<file path="config.mk">
export PLATFORM = sky130hd
export DESIGN_NAME = shared_res_arbiter
export DESIGN_NICKNAME = d
export VERILOG_FILES = /design/src/rtl/shared_res_arbiter_pkg.sv /design/src/rtl/rr_arbiter2.sv /design/src/rtl/shared_res_arbiter.sv
export SDC_FILE = /design/constraint.sdc
export NUM_CORES = 1
export LEC_CHECK = 0
export ABC_AREA = 1
export CAP_MARGIN = 20
export CELL_PAD_IN_SITES_DETAIL_PLACEMENT = 1
export CELL_PAD_IN_SITES_GLOBAL_PLACEMENT = 1
export CORE_ASPECT_RATIO = 0.7
export CORE_MARGIN = 4
export CORE_UTILIZATION = 26
export CTS_CLUSTER_SIZE = 16
export DETAILED_ROUTE_END_ITERATION = 8
export PLACE_DENSITY_LB_ADDON = 0.3
export SLEW_MARGIN = 20
export SYNTH_ARGS = -nofsm -noshare
export SYNTH_HDL_FRONTEND = slang
export SYNTH_HIERARCHICAL = 1
export SYNTH_SLANG_ARGS = --single-unit
</file>
<file path="constraint.sdc">
create_clock -name clk -period 4.6 [get_ports clk]
set_clock_uncertainty 0.15 [all_clocks]
set_input_delay 0.92 -clock clk [delete_from_list [all_inputs] [get_ports clk]]
set_output_delay 0.92 -clock clk [all_outputs]
set_load 0.01 [all_outputs]
</file>
<file path="src/rtl/shared_res_arbiter_pkg.sv">
// Shared types and constants for the shared-resource arbiter.
package shared_res_arbiter_pkg;

  typedef enum logic [1:0] {
    IDLE  = 2'd0,
    BUSY  = 2'd1,
    DRAIN = 2'd2
  } state_t;

  localparam int unsigned REQ_P1     = 0;
  localparam int unsigned REQ_P2     = 1;
  localparam int unsigned DATA_W_DEF = 32;

endpackage

</file>
<file path="src/rtl/rr_arbiter2.sv">
// Two-requester round-robin picker; pointer remembers the last winner.
module rr_arbiter2
  import shared_res_arbiter_pkg::*;
(
  input  logic       clk,
  input  logic       rst,
  input  logic [1:0] req,
  input  logic       update,
  output logic [1:0] gnt
);

  // Set when pipeline 2 won last; reset value makes pipeline 1 win first.
  logic last_p2;

  // One-hot pick: a lone requester wins, a tie goes to the one not granted last.
  always_comb begin
    gnt = req;
    if (req[REQ_P1] && req[REQ_P2]) begin
      gnt = '0;
      if (last_p2) gnt[REQ_P1] = 1'b1;
      else         gnt[REQ_P2] = 1'b1;
    end
  end

  // Pointer follows every grant actually taken.
  always_ff @(posedge clk or posedge rst) begin
    if (rst)                 last_p2 <= 1'b1;
    else if (update && |gnt) last_p2 <= gnt[REQ_P2];
  end

endmodule

</file>
<file path="src/rtl/shared_res_arbiter.sv">
// Arbitrates one shared resource between two stalled pipelines: issue,
// ownership tracking, result return, flush draining and latency timeout.
module shared_res_arbiter
  import shared_res_arbiter_pkg::*;
#(
  parameter int unsigned DATA_W  = DATA_W_DEF,
  parameter int unsigned MAX_LAT = 8,
  parameter int unsigned CNT_W   = 4
)(
  input  logic              clk,
  input  logic              reset,
  input  logic [1:0]        req,
  input  logic [DATA_W-1:0] req_data_1,
  input  logic [DATA_W-1:0] req_data_2,
  input  logic              flush_1,
  input  logic              flush_2,
  output logic              res_start,
  output logic [DATA_W-1:0] res_data,
  input  logic              res_done,
  input  logic [DATA_W-1:0] res_result,
  output logic [1:0]        grant,
  output logic              stall_1,
  output logic              stall_2,
  output logic [1:0]        resp_valid,
  output logic [DATA_W-1:0] resp_data,
  output logic              timeout
);

  state_t             state, state_next;
  logic [1:0]         eff_req;
  logic [1:0]         pick;
  logic [CNT_W-1:0]   lat_cnt;
  logic               issue;
  logic               owner_flush;
  logic               lat_expired;

  assign eff_req     = req & ~{flush_2, flush_1};
  assign owner_flush = (grant[REQ_P1] & flush_1) | (grant[REQ_P2] & flush_2);
  // >= rather than == so a flush landing on the last cycle still times out in DRAIN.
  assign lat_expired = (lat_cnt >= CNT_W'(MAX_LAT));
  assign resp_data   = res_result;
  assign stall_1     = req[REQ_P1] & ~flush_1 & ~resp_valid[REQ_P1];
  assign stall_2     = req[REQ_P2] & ~flush_2 & ~resp_valid[REQ_P2];

  rr_arbiter2 u_rr (
    .clk    (clk),
    .rst    (reset),
    .req    (eff_req),
    .update (issue),
    .gnt    (pick)
  );

  // State register.
  always_ff @(posedge clk or posedge reset) begin
    if (reset) state <= IDLE;
    else       state <= state_next;
  end

  // Next state plus combinational completion/timeout outputs.
  always_comb begin
    state_next = state;
    issue      = 1'b0;
    resp_valid = '0;
    timeout    = 1'b0;
    case (state)
      IDLE: begin
        if (|eff_req) begin
          issue      = 1'b1;
          state_next = BUSY;
        end
      end
      BUSY: begin
        if (res_done) begin
          if (!owner_flush) resp_valid = grant;
          state_next = IDLE;
        end else if (owner_flush) begin
          state_next = DRAIN;
        end else if (lat_expired) begin
          timeout    = 1'b1;
          state_next = IDLE;
        end
      end
      DRAIN: begin
        if (res_done) begin
          state_next = IDLE;
        end else if (lat_expired) begin
          timeout    = 1'b1;
          state_next = IDLE;
        end
      end
      default: state_next = IDLE;
    endcase
  end

  // Issue registers, owner tracking and the saturating latency counter.
  always_ff @(posedge clk or posedge reset) begin
    if (reset) begin
      grant     <= '0;
      res_start <= 1'b0;
      res_data  <= '0;
      lat_cnt   <= '0;
    end else begin
      res_start <= issue;
      if (issue) begin
        grant    <= pick;
        res_data <= pick[REQ_P2] ? req_data_2 : req_data_1;
        lat_cnt  <= '0;
      end else if (state_next == IDLE) begin
        grant   <= '0;
        lat_cnt <= '0;
      end else if (lat_cnt != '1) begin
        lat_cnt <= lat_cnt + 1'b1;
      end
    end
  end

endmodule

</file>
Word-level counts from Yosys, hierarchy flattened
Cells that the tools add are included.
{ "word_totals": {"output_inout_bits": 72, "inputBits": 103, "mem_bits_ro": 0, "memories": 0, "latch_bits": 0, "elab_cells": 57, "mem_bits_rw": 0, "ff_bits": 42} }
{ "op_classes": {"n_shift": 0, "n_addsub": 1, "multipliers": 0, "reduce_logical": 8, "bitwise": 13, "n_eq_ne": 3, "muxes": 25, "order_cmp": 1, "div_mod_pow": 0} }
{ "ops": {"columns": ["operator", "count"], "rows": [
  ["$mux 32", 1],
  ["$mux 2", 11],
  ["$mux 4", 3],
  ["$mux 1", 8],
  ["$and 1x1->1", 6],
  ["$pmux 2 s3", 1],
  ["$add 4x1->4 const B", 1],
  ["$ge 4x4->1 const B", 1],
  ["$logic_not 2->1", 2],
  ["$ne 4x4->1 const B", 1],
  ["$not 1->1", 4],
  ["$reduce_or 2->1", 2],
  ["$reduce_bool 3->1", 1],
  ["$and 2x2->2", 1],
  ["$eq 2x1->1 const B", 1],
  ["$eq 2x2->1 const B", 1],
  ["$logic_and 1x1->1", 2],
  ["$not 2->2", 1],
  ["$pmux 1 s2", 1],
  ["$reduce_bool 2->1", 1],
  ["$or 1x1->1", 1]
]} }

Longest topological paths before layout
Gate-level depths: netlist of run 1.
{ "depth": {"depth_word": 8, "ltp_mapped": 10, "ltp_nobuf": 10} }

By module
Netlist of run 1, hierarchy kept.
{ "by_module_without_submodules": {"columns": ["mod", "area_per_inst_um2", "cells_each", "seq_area_each_um2", "n_inst"], "rows": [
  ["shared_res_arbiter", 2524.9, 321, 1026.0, 1],
  ["rr_arbiter2", 65.1, 9, 26.3, 1]
]} }

Worst setup path before layout of run 1
Ideal clock, no wire load.
{ "synth_path": {"path_kind": "input-to-output", "start": "input flush_1", "end": "output stall_1", "slack_ns": 2.119, "stages": 4, "arrival_time_ns": 1.411, "n_path_buf": 0, "required_ns": 3.530, "cell_sequence": "nand2_1 nand3_2 nor2_1 nor2_1"} }
{ "synth_via": {"elab_chain_cells": 7, "word_cells_on_any_way": 9, "cone_classes": "mux (3); bitwise (6)"} }
{ "synth_lines": {"columns": ["element", "line", "text"], "rows": [
  ["start: declaration", "shared_res_arbiter.sv:15", "input logic flush_1,"],
  ["$and 1x1->1", "shared_res_arbiter.sv:38", "assign owner_flush = (grant[REQ_P1] & flush_1) | (grant[REQ_P2] & flush_2);"],
  ["$or 1x1->1", "shared_res_arbiter.sv:38", null],
  ["$mux 2", "shared_res_arbiter.sv:74", "if (!owner_flush) resp_valid = grant;"],
  ["$mux 2", "shared_res_arbiter.sv:73", "if (res_done) begin"],
  ["$mux 2", "shared_res_arbiter.sv:65", "case (state)"],
  ["net resp_valid[0]", "shared_res_arbiter.sv:24", "output logic [1:0] resp_valid,"],
  ["$not 1->1", "shared_res_arbiter.sv:42", "assign stall_1 = req[REQ_P1] & ~flush_1 & ~resp_valid[REQ_P1];"],
  ["$and 1x1->1", "shared_res_arbiter.sv:42", null],
  ["end: declaration", "shared_res_arbiter.sv:22", "output logic stall_1,"]
]} }
The timed path passes the listed nets, and every way through them passes these cells.

Worst setup path in the final report of run 1
{ "layout_path": {"start": "input flush_2", "end": "output stall_2"} }
{ "layout_via": {"elab_chain_cells": 7, "word_cells_on_any_way": 9, "cone_classes": "mux (3); bitwise (6)"} }
{ "layout_lines": {"columns": ["element", "line", "text"], "rows": [
  ["start: declaration", "shared_res_arbiter.sv:16", "input logic flush_2,"],
  ["$and 1x1->1", "shared_res_arbiter.sv:38", null],
  ["$or 1x1->1", "shared_res_arbiter.sv:38", null],
  ["$mux 2", "shared_res_arbiter.sv:74", null],
  ["$mux 2", "shared_res_arbiter.sv:73", null],
  ["$mux 2", "shared_res_arbiter.sv:65", null],
  ["$not 1->1", "shared_res_arbiter.sv:43", "assign stall_2 = req[REQ_P2] & ~flush_2 & ~resp_valid[REQ_P2];"],
  ["$and 1x1->1 (*)", "shared_res_arbiter.sv:43", null],
  ["end: declaration", "shared_res_arbiter.sv:23", "output logic stall_2,"]
]} }
Every way passes the cells marked *; elsewhere a longest branch is shown, timed or not.

==> metrics.txt, run 1 <==
Placer Congestion=0.800; Cell variety after synth=28; sw frac=34.4%; Clock Sinks=42; Synthesis Warnings=6; Synth area leader=dfrtp_1; 1st-pass router iterations=4; Post-DRT Antenna Nets=0; P per Cell Area=502 nW/um^2; IO Pins=175; crit-path max FO=4; final WL=6630 microns; final setup violation count=0; slowest cell on the critical path=clkdlybuf4s50_1; Max Fclk=292 MHz; most frequent cells in the layout=clkdlybuf4s50_1 (110), nand2_1 (75), inv_1 (49), o21ai_0 (43), dfrtp_1 (41); Int Pwr=1.22 mW; combinational cell fraction of total power=between 40% and 50%; Top delay family on crit path=buffers and inverters; synthesized area=~2600 sq um; DRT iter0 DRCs=46; Period minus WS final=about 3.4 ns; Num CTS Buffers=5; Nets=~510; period utilisation layout=74.3%; WL/cell=12.5 microns; Worst setup SP type=input pin; TritonCTS clock tree=done; Final Util=a little under two fifths; Via density=4.13; GRT Overall Usage=11.9%; Worst Tran Pin Value=about 0.87 ns; synthesized flop and latch total=42; synth top area cells=dfrtp_1 (40%), nand2_1 (11%), buf_4 (9.3%); run status=finished clean; RSZ-0062 raised after global routing=no; DR DRC count=0; gr ovfl total=0; Skew-Pair Late Insertion Delay=0.28 ns; Synth top area share=roughly 40%; worst vdd ir=0.129 mV; total power draw=1.86 mW; CTS clk-pin slew, worst paths=around 0.06 ns; largest net degree at the start of global routing=70; Die X=about 130 microns; cts hold-fix bufs=0; critical hold path startpoint=res_data[26]$_DFFE_PP0P_; MaxCap Viol Count=0; row cnt=30; initial antenna violation count=0; post-CTS setup buffers=0; Max Transition Viols Final=0; Crit path largest cell delay=0.54 ns; Worst Setup End Kind=primary output; Crit Path Class=in2out; most common cell after layout, fill and taps aside=clkdlybuf4s50_1; Sequential Power Share=33.9%; first-pass GRT wire length=approximately 11000 microns; CTS max path bufs=2; Critical Path RT=3.53 ns; Die ar.=11600 sq um; Reg2Reg Setup Slack=2.54 ns; Mapped Nets=439; worst-path cell chain=clkdlybuf4s50_1 > nand2_1 > nand3_2 > nor2_1 > nor2_1 > clkdlybuf4s50_1; relative slew slack=41.9%; Post-Syn Instances=330; Worst Path Arrival=about 2.4 ns; Buffers on Ports=110; setup_tns=0 ns; Root Driver=clkbuf_16; sequential fraction of the synthesis area=40.6%; area grow syn2layout=43.4%; CP startpoint=flush_2; ANT cells=0; clock share of power=21.1%; Net Sw Power=approximately 0.64 mW; layout cells sized above 1=10.7%; DP HPWL=5130 microns; Post-CTS Resized=0; vias in the first global route=2332; via count=2194; Starting Density=26.6%; final hold violation count=0; worst reg2reg path startpoint=state[0]$_DFF_PP0_; hold_ws=0.333 ns; Die Ht=between 90 and 100 microns; Avg Inst Size Synth=7.85 sq um; H-tree Lvls=2; Hold Path Class=reg2reg; core area=9720 sq um; Static Leakage=~1.7 nW; crit path buf inv count=2
[state kept, by name (all words and copies together), names as in the netlist]
| name | count |
|---|---|
| lat_cnt | 4 |
| res_data | 32 |
| res_start | 1 |
| grant | 2 |
| u_rr/last_p2 | 1 |
| state | 2 |
[cell type report]
| type | count | area [sq um] |
|---|---|---|
| clock inverter | 1 | 30.0 |
| clock buffer | 7 | 133 |
| inverter | 52 | 195 |
| multi-input combinational | 190 | 1020 |
| fill | 1161 | 6010 |
| timing repair buffer | 111 | 1120 |
| tap | 128 | 160 |
| sequential | 42 | 1050 |
[cell usage after synthesis]
master,number
nand2_4,6
o211ai_1,1
dfrtp_1,41
nor2_2,4
clkbuf_2,1
o21ai_1,13
a21oi_1,2
ha_1,6
nand2_1,75
a21boi_0,1
dfstp_2,1
a21oi_2,1
xor2_1,1
buf_2,9
clkbuf_1,1
o21ai_2,10
buf_6,2
inv_1,50
buf_8,1
buf_4,32
nand3b_1,1
nor2_1,7
nand2_2,8
nand3_1,8
a21boi_1,1
nand3_2,2
inv_2,2
o21ai_0,43
[power by group through the flow]
stage | combinational [mW] | clock, mW | sequential, mW
final | 0.839 | 0.393 | 0.632
after global routing | 0.940 | 0.427 | 0.656
after CTS | 0.866 | 0.409 | 0.635
after detailed placement | 0.862 | 0 | 0.637
after global placement | 0.846 | 0 | 0.630
after floorplan | 0.390 | 0 | 0.695
[through the flow]
step	worst slack, ns	cell area [sq um]	std cells
2_1_floorplan	2.12	2590	330
3_3_place_gp	1.25	3550	523
3_5_place_dp	1.17	3550	523
4_1_cts	1.17	3710	531
5_1_grt	1.10	3710	531
6_report	1.18	3710	531
[final timing paths]
check	depth (start not counted)	endpoint
setup / recovery	6	stall_2
hold / removal	2	res_data[26]$_DFFE_PP0P_
setup reg to reg	8	lat_cnt[2]$_DFFE_PP0P_
hold reg to reg	2	res_data[26]$_DFFE_PP0P_
max in group asynchronous	2	res_data[21]$_DFFE_PP0P_
min in group asynchronous	2	u_rr/last_p2$_DFFE_PP1P_
[per-layer routing]
metal  part of all wire, %  up-vias  routed length, microns  global-route usage [%]
li1                      -     1127                       -                       -
met1                    46      982                    3070                    15.7
met2                    42       80                    2780                    16.9
met3                    11        5                     724                    6.17
met4                  0.95        0                      63                    3.21
met5                     0        -                       0                       0
[worst min-delay path, cell delays in order (launching register included)]
cell and delay [ns]:
dfrtp_1 0.35, nand2_2 0.06, o21ai_2 0.04
[logic make-up (layout without fill, tap and decap cells)]
family / after synthesis / after routing / synth area share (%)
xor+xnor: 1 / 1 / 0.338
flops: 42 / 42 / 40.6
buf+inv: 98 / 171 / 20.3
compound gates: 72 / 72 / 15.8
fa+ha+maj: 6 / 6 / 2.90
simple gates: 111 / 111 / 20.0
(Power assumes the default switching activity.)
==> inputs of run 2 (changes only) <==
CORE_UTILIZATION = 24   (was 26)
clock period = 3.17 ns   (was 4.6 ns; I/O delays follow)
==> run 2 against run 1 <==
Critical path depth stayed put. Cell count is 1.3% higher. Global-route usage decreased by 0.57 points. Power grew 47%. Cell area rose by 1.2%. Register-to-register slack worse by 1.1 ns. Critical endpoint unchanged. Largest cell class unchanged.
==> metrics.txt, run 2 (synthesis results as in run 1) <==
Most flops, register=res_data; reg2reg end=lat_cnt[2]$_DFFE_PP0P_; crit-path max FO=4; DR DRC count=0; final setup violation count=0; DRT iter0 DRCs=62; row cnt=31; combinational cell fraction of total power=45.3%; Hold Path Class=reg2reg; setup_tns=0 ns; final hold violation count=0; area grow syn2layout=45.1%; WHS Endpoint=res_data[21]$_DFFE_PP0P_; Buffers on Ports=110; ANT cells=0; Net Sw Power=0.949 mW; Via density=4.18; WL/cell=12.9 microns; Reg2Reg Setup Slack=1.44 ns; Critical Path RT=2.39 ns; cts hold-fix bufs=0; Placer Congestion=0.769; IO Pins=175; Reg2Reg Depth=8; layout cells sized above 1=11.6%; Static Leakage=1.73 nW; Post-CTS Resized=0; core area=around 10000 sq um; Worst Tran Pin Value=0.422 ns; Period minus WS final=2.81 ns; relative slew slack=between 70 and 80%; GRT Overall Usage=roughly 11%; P per Cell Area=729 nW/um^2; run status=finished clean; placed cell area=3590 sq um; Sequential Power Share=33.6%; Worst Setup End Kind=primary output; Clock Sinks=42; worst reg2reg path startpoint=state[0]$_DFF_PP0_; DP HPWL=5510 microns; via count=between 2000 and 2500; clock share of power=21.1%; Num CTS Buffers=5; most frequent cells in the layout=clkdlybuf4s50_1 (110), nand2_1 (75), inv_1 (49), o21ai_0 (43), dfrtp_1 (41); Hold Path Stages=2; Starting Density=24.8%; Crit Path Class=in2out; design area=3760 sq um; 1st-pass router iterations=4; Worst Path Arrival=2.03 ns; Nets=roughly 500; Skew-Pair Late Insertion Delay=0.28 ns; H-tree Lvls=2; largest net degree at the start of global routing=between 40 and 50; Max Transition Viols Final=0; most common cell after layout, fill and taps aside=clkdlybuf4s50_1; largest registers=res_data (32), lat_cnt (4); critical hold path startpoint=res_data[21]$_DFFE_PP0P_; final WL=~7000 microns; first-pass GRT wire length=around 12000 microns; CTS clk-pin slew, worst paths=0.06 ns; RSZ-0062 raised after global routing=no; post-CTS setup buffers=0; Root Driver=clkbuf_16; total power draw=2.74 mW; Largest register FFs=32; Die Ht=between 90 and 100 microns; Int Pwr=between 1.5 and 2 mW; vias in the first global route=2370; Die ar.=12500 sq um; Die X=132 microns; worst vdd ir=0.212 mV; Max Fclk=356 MHz; TritonCTS clock tree=done; MaxCap Viol Count=0; sw frac=34.7%; period utilisation layout=about nine tenths; initial antenna violation count=0; Post-DRT Antenna Nets=0; CTS max path bufs=2; gr ovfl total=0; Worst setup SP type=input pin
## run 2: worst max path at each step
| stage | startpoint | end | slack, ns | cells after the start |
|---|---|---|---|---|
| 2_1_floorplan | flush_1 | stall_1 | 1.26 | 4 |
| 3_3_place_gp | flush_1 | stall_2 | 0.38 | 6 |
| 3_5_place_dp | flush_2 | stall_2 | 0.36 | 6 |
| 4_1_cts | flush_2 | stall_2 | 0.36 | 6 |
| 5_1_grt | flush_1 | resp_valid[1] | 0.27 | 5 |
| 6_report | flush_1 | stall_2 | 0.36 | 6 |
## run 2: power groups by stage
stage	clock network, mW	registers, mW	logic, mW
3_5_place_dp	0	0.928	1.27
3_3_place_gp	0	0.916	1.24
2_1_floorplan	0	1.01	0.566
5_1_grt	0.627	0.956	1.38
4_1_cts	0.602	0.925	1.27
6_report	0.577	0.919	1.24
## run 2: metal layers
metal / track usage (%) / routed length [microns] / vias to the layer above
met5: 0 / 0 / -
met4: 2.01 / 12 / 0
met3: 5.43 / 686 / 4
met2: 18.6 / 3120 / 78
met1: 13.6 / 3090 / 1035
li1: - / - / 1133
## run 2: stage by stage
stage | utilization [%] | hold slack [ns] | worst slack (ns) | instances
2_1_floorplan | - | 0.302 | 1.26 | 330
3_3_place_gp | 34.4 | 0.314 | 0.380 | 530
3_5_place_dp | 34.4 | 0.319 | 0.363 | 530
4_1_cts | 36.0 | 0.337 | 0.356 | 538
5_1_grt | 36.0 | 0.371 | 0.266 | 538
6_report | 36.0 | 0.331 | 0.360 | 538
## run 2: final cells by class
class	count	area, sq um
clock buffer	6	129
tap	132	165
clock inverter	2	37.5
sequential	42	1050
inverter	52	195
fill	1263	6680
multi-input combinational	190	1020
timing repair buffer	114	1160
## run 2: worst max-delay path, cell delays in order
cell             delay (ns)
clkdlybuf4s50_1        0.50
nand2_1                0.09
nand3_2                0.11
nor2_1                 0.06
nor2_1                 0.09
clkdlybuf4s50_1        0.54
